### src/rtl/lifo_stack_pkg.sv
// Shared definitions for the LIFO stack: request encodings formed from {PUSH,POP}
// and the occupancy classes derived from the stack pointer.
package lifo_stack_pkg;

  localparam logic [1:0] OP_NONE = 2'b00;
  localparam logic [1:0] OP_POP  = 2'b01;
  localparam logic [1:0] OP_PUSH = 2'b10;
  localparam logic [1:0] OP_SWAP = 2'b11;

  typedef enum logic [1:0] {
    S_EMPTY = 2'd0,
    S_PART  = 2'd1,
    S_FULL  = 2'd2
  } occ_t;

  // Occupancy is never stored; it is always recomputed from the live count.
  function automatic occ_t occupancy(input int count, input int depth);
    if (count == 0)
      return S_EMPTY;
    else if (count >= depth)
      return S_FULL;
    else
      return S_PART;
  endfunction

endpackage

### src/rtl/sp_updown.sv
// Synchronous up/down counter used as the stack pointer; the caller is
// responsible for keeping it inside its legal range via EN.
module sp_updown #(
  parameter int N = 5
) (
  input  logic         CLK,
  input  logic         Clr,
  input  logic         EN,
  input  logic         UP,
  output logic [N-1:0] Q
);

  localparam logic [N-1:0] STEP = 1;

  always_ff @(posedge CLK) begin
    if (!Clr)
      Q <= '0;
    else if (EN)
      Q <= UP ? Q + STEP : Q - STEP;
  end

endmodule

### src/rtl/lifo_stack.sv
// LIFO stack: storage array, request decode and registered read port, with the
// occupancy held solely in the sp_updown pointer.
module lifo_stack
  import lifo_stack_pkg::*;
#(
  parameter int W  = 8,
  parameter int AW = 4
) (
  input  logic          CLK,
  input  logic          Clr,
  input  logic          PUSH,
  input  logic          POP,
  input  logic [W-1:0]  DIN,
  output logic [W-1:0]  DOUT,
  output logic          VALID,
  output logic          FULL,
  output logic          EMPTY,
  output logic [AW:0]   COUNT,
  output logic          OVF,
  output logic          UNF
);

  localparam int DEPTH = 1 << AW;
  localparam logic [AW-1:0] IDX_ONE = 1;

  logic [W-1:0]  mem [DEPTH];
  logic [1:0]    op;
  occ_t          occ;
  logic          spEn;
  logic          spUp;
  logic          memWe;
  logic [AW-1:0] memAddr;
  logic [AW-1:0] wrIdx;
  logic [AW-1:0] topIdx;

  assign op     = {PUSH, POP};
  assign occ    = occupancy(int'(COUNT), DEPTH);
  assign wrIdx  = COUNT[AW-1:0];
  assign topIdx = COUNT[AW-1:0] - IDX_ONE;
  assign FULL   = (occ == S_FULL);
  assign EMPTY  = (occ == S_EMPTY);

  // Pointer movement and write port; limits are enforced here, not in the counter.
  always_comb begin
    spEn    = 1'b0;
    spUp    = 1'b0;
    memWe   = 1'b0;
    memAddr = wrIdx;
    case (op)
      OP_PUSH: begin
        if (occ != S_FULL) begin
          spEn  = 1'b1;
          spUp  = 1'b1;
          memWe = 1'b1;
        end
      end
      OP_POP: begin
        if (occ != S_EMPTY)
          spEn = 1'b1;
      end
      OP_SWAP: begin
        if (occ != S_EMPTY) begin
          memWe   = 1'b1;
          memAddr = topIdx;
        end
      end
      default: ;
    endcase
  end

  sp_updown #(
    .N (AW + 1)
  ) u_sp (
    .CLK (CLK),
    .Clr (Clr),
    .EN  (spEn),
    .UP  (spUp),
    .Q   (COUNT)
  );

  // Storage is not cleared by reset, but a reset edge suppresses any write.
  always_ff @(posedge CLK) begin
    if (Clr && memWe)
      mem[memAddr] <= DIN;
  end

  // Read port samples the old top, so a swap returns the previous entry, not DIN.
  always_ff @(posedge CLK) begin
    if (!Clr) begin
      DOUT  <= '0;
      VALID <= 1'b0;
      OVF   <= 1'b0;
      UNF   <= 1'b0;
    end else begin
      VALID <= 1'b0;
      OVF   <= 1'b0;
      UNF   <= 1'b0;
      case (op)
        OP_PUSH: begin
          if (occ == S_FULL)
            OVF <= 1'b1;
        end
        OP_POP: begin
          if (occ == S_EMPTY) begin
            UNF <= 1'b1;
          end else begin
            DOUT  <= mem[topIdx];
            VALID <= 1'b1;
          end
        end
        OP_SWAP: begin
          DOUT  <= (occ == S_EMPTY) ? DIN : mem[topIdx];
          VALID <= 1'b1;
        end
        default: ;
      endcase
    end
  end

endmodule

### config.mk
export PLATFORM = sky130hd
export DESIGN_NAME = lifo_stack
export DESIGN_NICKNAME = d
export VERILOG_FILES = /design/src/rtl/lifo_stack_pkg.sv /design/src/rtl/sp_updown.sv /design/src/rtl/lifo_stack.sv
export SDC_FILE = /design/constraint.sdc
export NUM_CORES = 1
export LEC_CHECK = 0
export ABC_CLOCK_PERIOD_IN_PS = 8480
export BUFFER_PORTS_ARGS = -buffer_cell sky130_fd_sc_hd__buf_2
export CAP_MARGIN = 20
export CORE_MARGIN = 4
export CORE_UTILIZATION = 40
export CTS_BUF_LIST = sky130_fd_sc_hd__clkbuf_16
export CTS_CLUSTER_DIAMETER = 60
export DETAILED_ROUTE_END_ITERATION = 8
export GPL_TIMING_DRIVEN = 0
export PLACE_DENSITY_LB_ADDON = 0.08
export REMOVE_ABC_BUFFERS = 1
export SYNTH_ARGS = -nofsm -noshare
export SYNTH_HDL_FRONTEND = slang
export SYNTH_SLANG_ARGS = --single-unit
### constraint.sdc
create_clock -name CLK -period 8.48 [get_ports CLK]
set_clock_uncertainty 0.2 [all_clocks]
set_input_delay 0.848 -clock CLK [delete_from_list [all_inputs] [get_ports CLK]]
set_output_delay 0.848 -clock CLK [all_outputs]
set_load 0.1 [all_outputs]
Word level (Yosys, flattened, before mapping)
Memory sizes are Yosys's and may differ from the RTL's.
Cells that the tools add are included.
Widths: inputs -> output; s select.

cells by class
  $add $sub $neg = 3
  $lt $le $gt $ge = 1
  eq/ne operators = 6
  multiplexer cells = 19
  reduce and logical (&&, ||, !) cells = 8

operator list
  operator             count
  $mux 8               2
  $pmux 8 s2           1
  $mux 1               8
  $mux 4               2
  $eq 2x2->1 const B   3
  $pmux 1 s2           3
  $reduce_and 2->1     3
  $add 5x1->5 const B  1
  $ge 5x5->1 const B   1
  $logic_not 5->1      1
  $mux 5               1
  $sub 5x1->5 const B  1
  $mux 2               2
  $ne 2x2->1 const B   2
  $reduce_bool 2->1    2
  $sub 4x1->4 const B  1
  $eq 2x1->1 const B   1
  $logic_not 2->1      1
  $logic_and 1x1->1    1

word-level totals
  register bits after elaboration = 16
  bits in writable memories = 128
  input bits = 12
  output and inout port bits = 18
  word-level logic and storage cells = 43
  memories kept = 1

memory list
  name  words  width  rd ports  clocked after Yosys merged registers in  wr ports  line              text
  mem   16     8      1         0                                        1         lifo_stack.sv:26  logic [W-1:0] mem [DEPTH];

Logic depth before layout (Yosys ltp)
  word-level depth = 9
  depth in mapped cells = 11
  gate-level depth less buffers = 9

Hierarchy
Synthesis repeated with hierarchy kept, for this count alone.

second synthesis, totals
  cells, all modules = 363
  area total of the unflattened synthesis = 6112.1 sq um

modules (own cells, without submodules)
  module      instances  cells each  area an instance (sq um)  seq. area each (sq um)
  lifo_stack  1          331         5796.8                    4063.9
  sp_updown   1          32          315.3                     100.1

Worst setup path before layout
Ideal clock, no wire load.

  path type = reg2reg
  from = register u_sp.Q[0]
  to = memory mem[2][0] (enable)
  setup time = 370 ps
  arrival time = 3591 ps
  data required time = 7910 ps
  path slack = 4319 ps
  cell stages (with the launch flop) = 12
  path buffers = 3
  clock period less this slack = 4161 ps
  cell sequence = dfxtp_1 > buf_2 > buf_2 > inv_1 > ha_1 > or4b_1 > buf_2 > clkinv_2 > or3_1 > mux2i_1 > nand2_1 > nor2_1

on the way
  elaborated cells between the ends (all ways) = 15
  classes of those cells = add/sub (1); order compare (1); eq/ne (1); mux (9); reduce/logical (3)

RTL lines
  what                    line              text
  from (decl)             sp_updown.sv:10   output logic [N-1:0] Q
  from (signal assigned)  sp_updown.sv:19   Q <= UP ? Q + STEP : Q - STEP;
  $sub 4x1->4             lifo_stack.sv:39  assign topIdx = COUNT[AW-1:0] - IDX_ONE;
  named net topIdx[0]     lifo_stack.sv:34  logic [AW-1:0] topIdx;
  $mux 4                  lifo_stack.sv:62  if (occ != S_EMPTY) begin
  $mux 4                  lifo_stack.sv:49  case (op)
  to (decl)               lifo_stack.sv:26

The timed path passes the listed nets, and every way through them passes these cells.

Worst setup path after layout
  from = register u_sp.Q[0]
  to = memory mem[6][5] (enable)

Same word-level chain as after synthesis.

==> out/results.md <==
### Timing
- 0.474 — post-route clock period utilization
- 4.02 ns — post-layout min period
- 0 — endpoints failing setup
- 0 ns — setup total negative slack
- 249 MHz — Max Fclk
- 0.917 ns — slew at the pin closest to its max-slew limit
- false — setup repair after global routing missed its margin
- 0 — Final Hold Viols
- 0 — number of pins exceeding their max-slew limit in the final report
- 0.387 — worst relative slew slack

### Global route
- 20.4 mm — global-route wire length before repair
- met2 — most crowded layer after global routing
- 3271 — number of global-route vias before repair
- 0.253 — global-route track usage on met2
- 0.0455 — met3 layer usage reported by global route
- 0.242 — global-route track usage on met1
- 44 — pin count of the biggest net entering global routing
- 0 — overflow left after global routing
- 0.170 — total track usage
- 0 — antenna violations before repair

### Floorplan
- 131 um — height of the die
- 44 — Core Rows
- 131 um — die width
- 14700 um2 — core box area
- 0.412 — effective utilization at floorplan
- 17200 um2 — die area
- 30 — number of top-level pins

### Route
- 13.3 mm — Routed Wire Length
- 0 — DRC violation count after routing
- 0 — post-route ant nets
- 4 — Detailed Routing Iterations Pass 1
- 3283 — total number of vias
- 5.44 — vias per cell
- 22.0 um — average routed wire per standard cell
- 184 — DRC marker count from the first detailed-route iteration

### Layout
- 1263 — layout filler cell count
- 15.2% — layout-stage area growth over the synthesis result
- edfxtp_1 — most common cell after layout, fill and taps aside
- 427 — Final #Nets
- edfxtp_1 (128), nor2_1 (42), mux4_2 (32) — highest-count cells in the layout ignoring fill and taps
- 0 — diode insertion count for antenna repair
- 603 — Layout Cells excl Fill
- 6970 um2 — final non-filler cell area
- 0.229 — layout cells sized above 1

### Outcome
- finished, final reports clean — status

### Hold path
- 1 — number of cells on the worst hold path
- reg2reg — min-delay worst type

### Synth
- 0 — Async S/R FF share, synth
- 374 — cell count after synthesis
- 0.688 — register area share after synthesis
- 128 — number of flops mapped to enable cells by yosys
- 16.2 um2 — Mean Syn Cell Area
- edfxtp_1 — top_reg_cell synth
- edfxtp_1 — leading area contributor after synthesis
- 42 — count of unique library cells instantiated by Yosys
- 144 — number of synthesized register bits
- 6050 um2 — summed instance area of the synthesized netlist
- 0.635 — area fraction of the dominant cell type after synthesis
- 0 — yosys synthesis warning count
- edfxtp_1 (64%), mux4_2 (12%), dfxtp_1 (5.3%) — top post-synthesis cells by area

### Worst setup path
- 8 — number of cell instances on the worst register-to-register path
- flip-flop — kind of launch point of the worst setup path
- reg2reg — critical path class
- 8.32 ns — required time worst endpoint
- flip-flop — kind of end point of the critical path
- 43 — Crit Path Max Fanout
- 4.46 ns — reg-to-reg slack, setup
- 3.86 ns — WP data arrival

### Placed design
- 571 — Post-Place Cells
- 29 — total of buffers placed on input and output ports
- 6380 um2 — DP Area
- 0.819 — routability congestion estimate from global placement
- 8.25 mm — placed wire-length estimate after detailed placement

### Clocking
- 4 — maximum level of the CTS H-tree
- 0.42 ns — latest clock arrival within the worst-skew pair
- 2 — buffer depth of the longest clock path
- 17 — number of clock buffers inserted by TritonCTS
- 0 — # hold bufs at CTS
- 144 — Clock Sinks
- clkbuf_16 — clock root cell
- 0 — number of buffers inserted by post-CTS setup repair
- 0.06 ns — clk slew on worst S/H paths
- built — CTS tree
- 0 — cells resized by post-CTS repair

### Pwr
- 2.37 nW — total leakage power
- 0.144 mV — worst-case vdd ir drop
- 282 nW/um2 — areal power density over the cells
- 0.00197 W — Total Power Consumption

### Flow run
- 0 — # Max-Cap Violations

-- area by class of cell --
| type | instances | area (um2) | share of cell area |
|---|---|---|---|
| Tap cell | 184 | 230 | 0.0330 |
| Clock inverter | 15 | 165 | 0.0237 |
| Timing Repair Buffer | 30 | 165 | 0.0237 |
| Inverter | 25 | 95.1 | 0.0136 |
| Sequential cell | 144 | 4170 | 0.598 |
| Clock buffer | 17 | 425 | 0.0610 |
| Multi-Input combinational cell | 188 | 1720 | 0.247 |
-- Yosys cell counts (2+ instances only) --
cell,number
dfxtp_1,16
nand2_1,7
a21oi_1,15
a22oi_1,3
xnor2_1,3
nor2b_1,3
o221ai_1,7
a211o_1,2
and3_1,3
edfxtp_1,128
inv_1,24
a31oi_1,8
clkbuf_1,9
o22a_1,9
a21o_1,3
mux4_2,32
or3_1,2
o21ai_1,2
ha_1,8
buf_2,8
o21ai_0,3
mux2i_1,7
nand2b_1,11
nor3_1,2
nor2_1,42
-- where the power goes --
part	internal [W]	total [W]	switching [W]
sequential	0.000793	0.000825	0.0000320
clock	0.000460	0.000745	0.000286
combinational	0.000129	0.000394	0.000266
total	0.00138	0.00196	0.000583
-- critical path, cell delays in order, from the launching register on --
cell	delay, ns
dfxtp_4	0.89
inv_1	0.28
ha_2	0.26
or4b_1	0.32
clkinv_2	0.22
or3_1	0.37
mux2i_1	0.19
nand2_1	0.18
nor2_1	0.72
-- cells by family (layout without fill, tap and decap cells) --
group           Yosys count  in the layout  share of synthesized area
compound gates           59             59                     0.0676
xor+xnor                  3              3                    0.00434
fa+ha+maj                 9              9                     0.0198
buf+inv                  42             87                     0.0279
flops                   144            144                      0.688
mux                      40             40                      0.133
simple gates             77             77                     0.0598
-- routing by layer --
layer  routed length, um  up-vias
met5                   0        -
met4                 229        0
met3                 720       15
met2                6220       79
met1                6120     1670
li1                    -     1519
-- flip-flops by register name, summed over array words and instances (netlist names) --
signal	count
OVF	1
UNF	1
DOUT	8
VALID	1
mem	128
u_sp.Q	5
-- metrics by stage --
stage	setup slack [ns]	utilization	hold slack, ns
floorplan	2.99	-	0.492
global placement	1.72	0.432	0.325
detailed placement	4.36	0.434	0.332
CTS	4.35	0.474	0.342
global route	4.08	0.474	0.364
finish	4.46	0.474	0.336
-- path summary, 6_finish.rpt --
| check | end | startpoint |
|---|---|---|
| setup reg to reg | mem[6][5]$_DFFE_PP_ | u_sp.Q[0]$_SDFFE_PN0P_ |
| setup / recovery | mem[6][5]$_DFFE_PP_ | u_sp.Q[0]$_SDFFE_PN0P_ |
| hold reg to reg | OVF$_SDFF_PN0_ | u_sp.Q[4]$_SDFFE_PN0P_ |
| hold / removal | OVF$_SDFF_PN0_ | u_sp.Q[4]$_SDFFE_PN0P_ |
No activity file was read; power rests on OpenSTA's default activity.
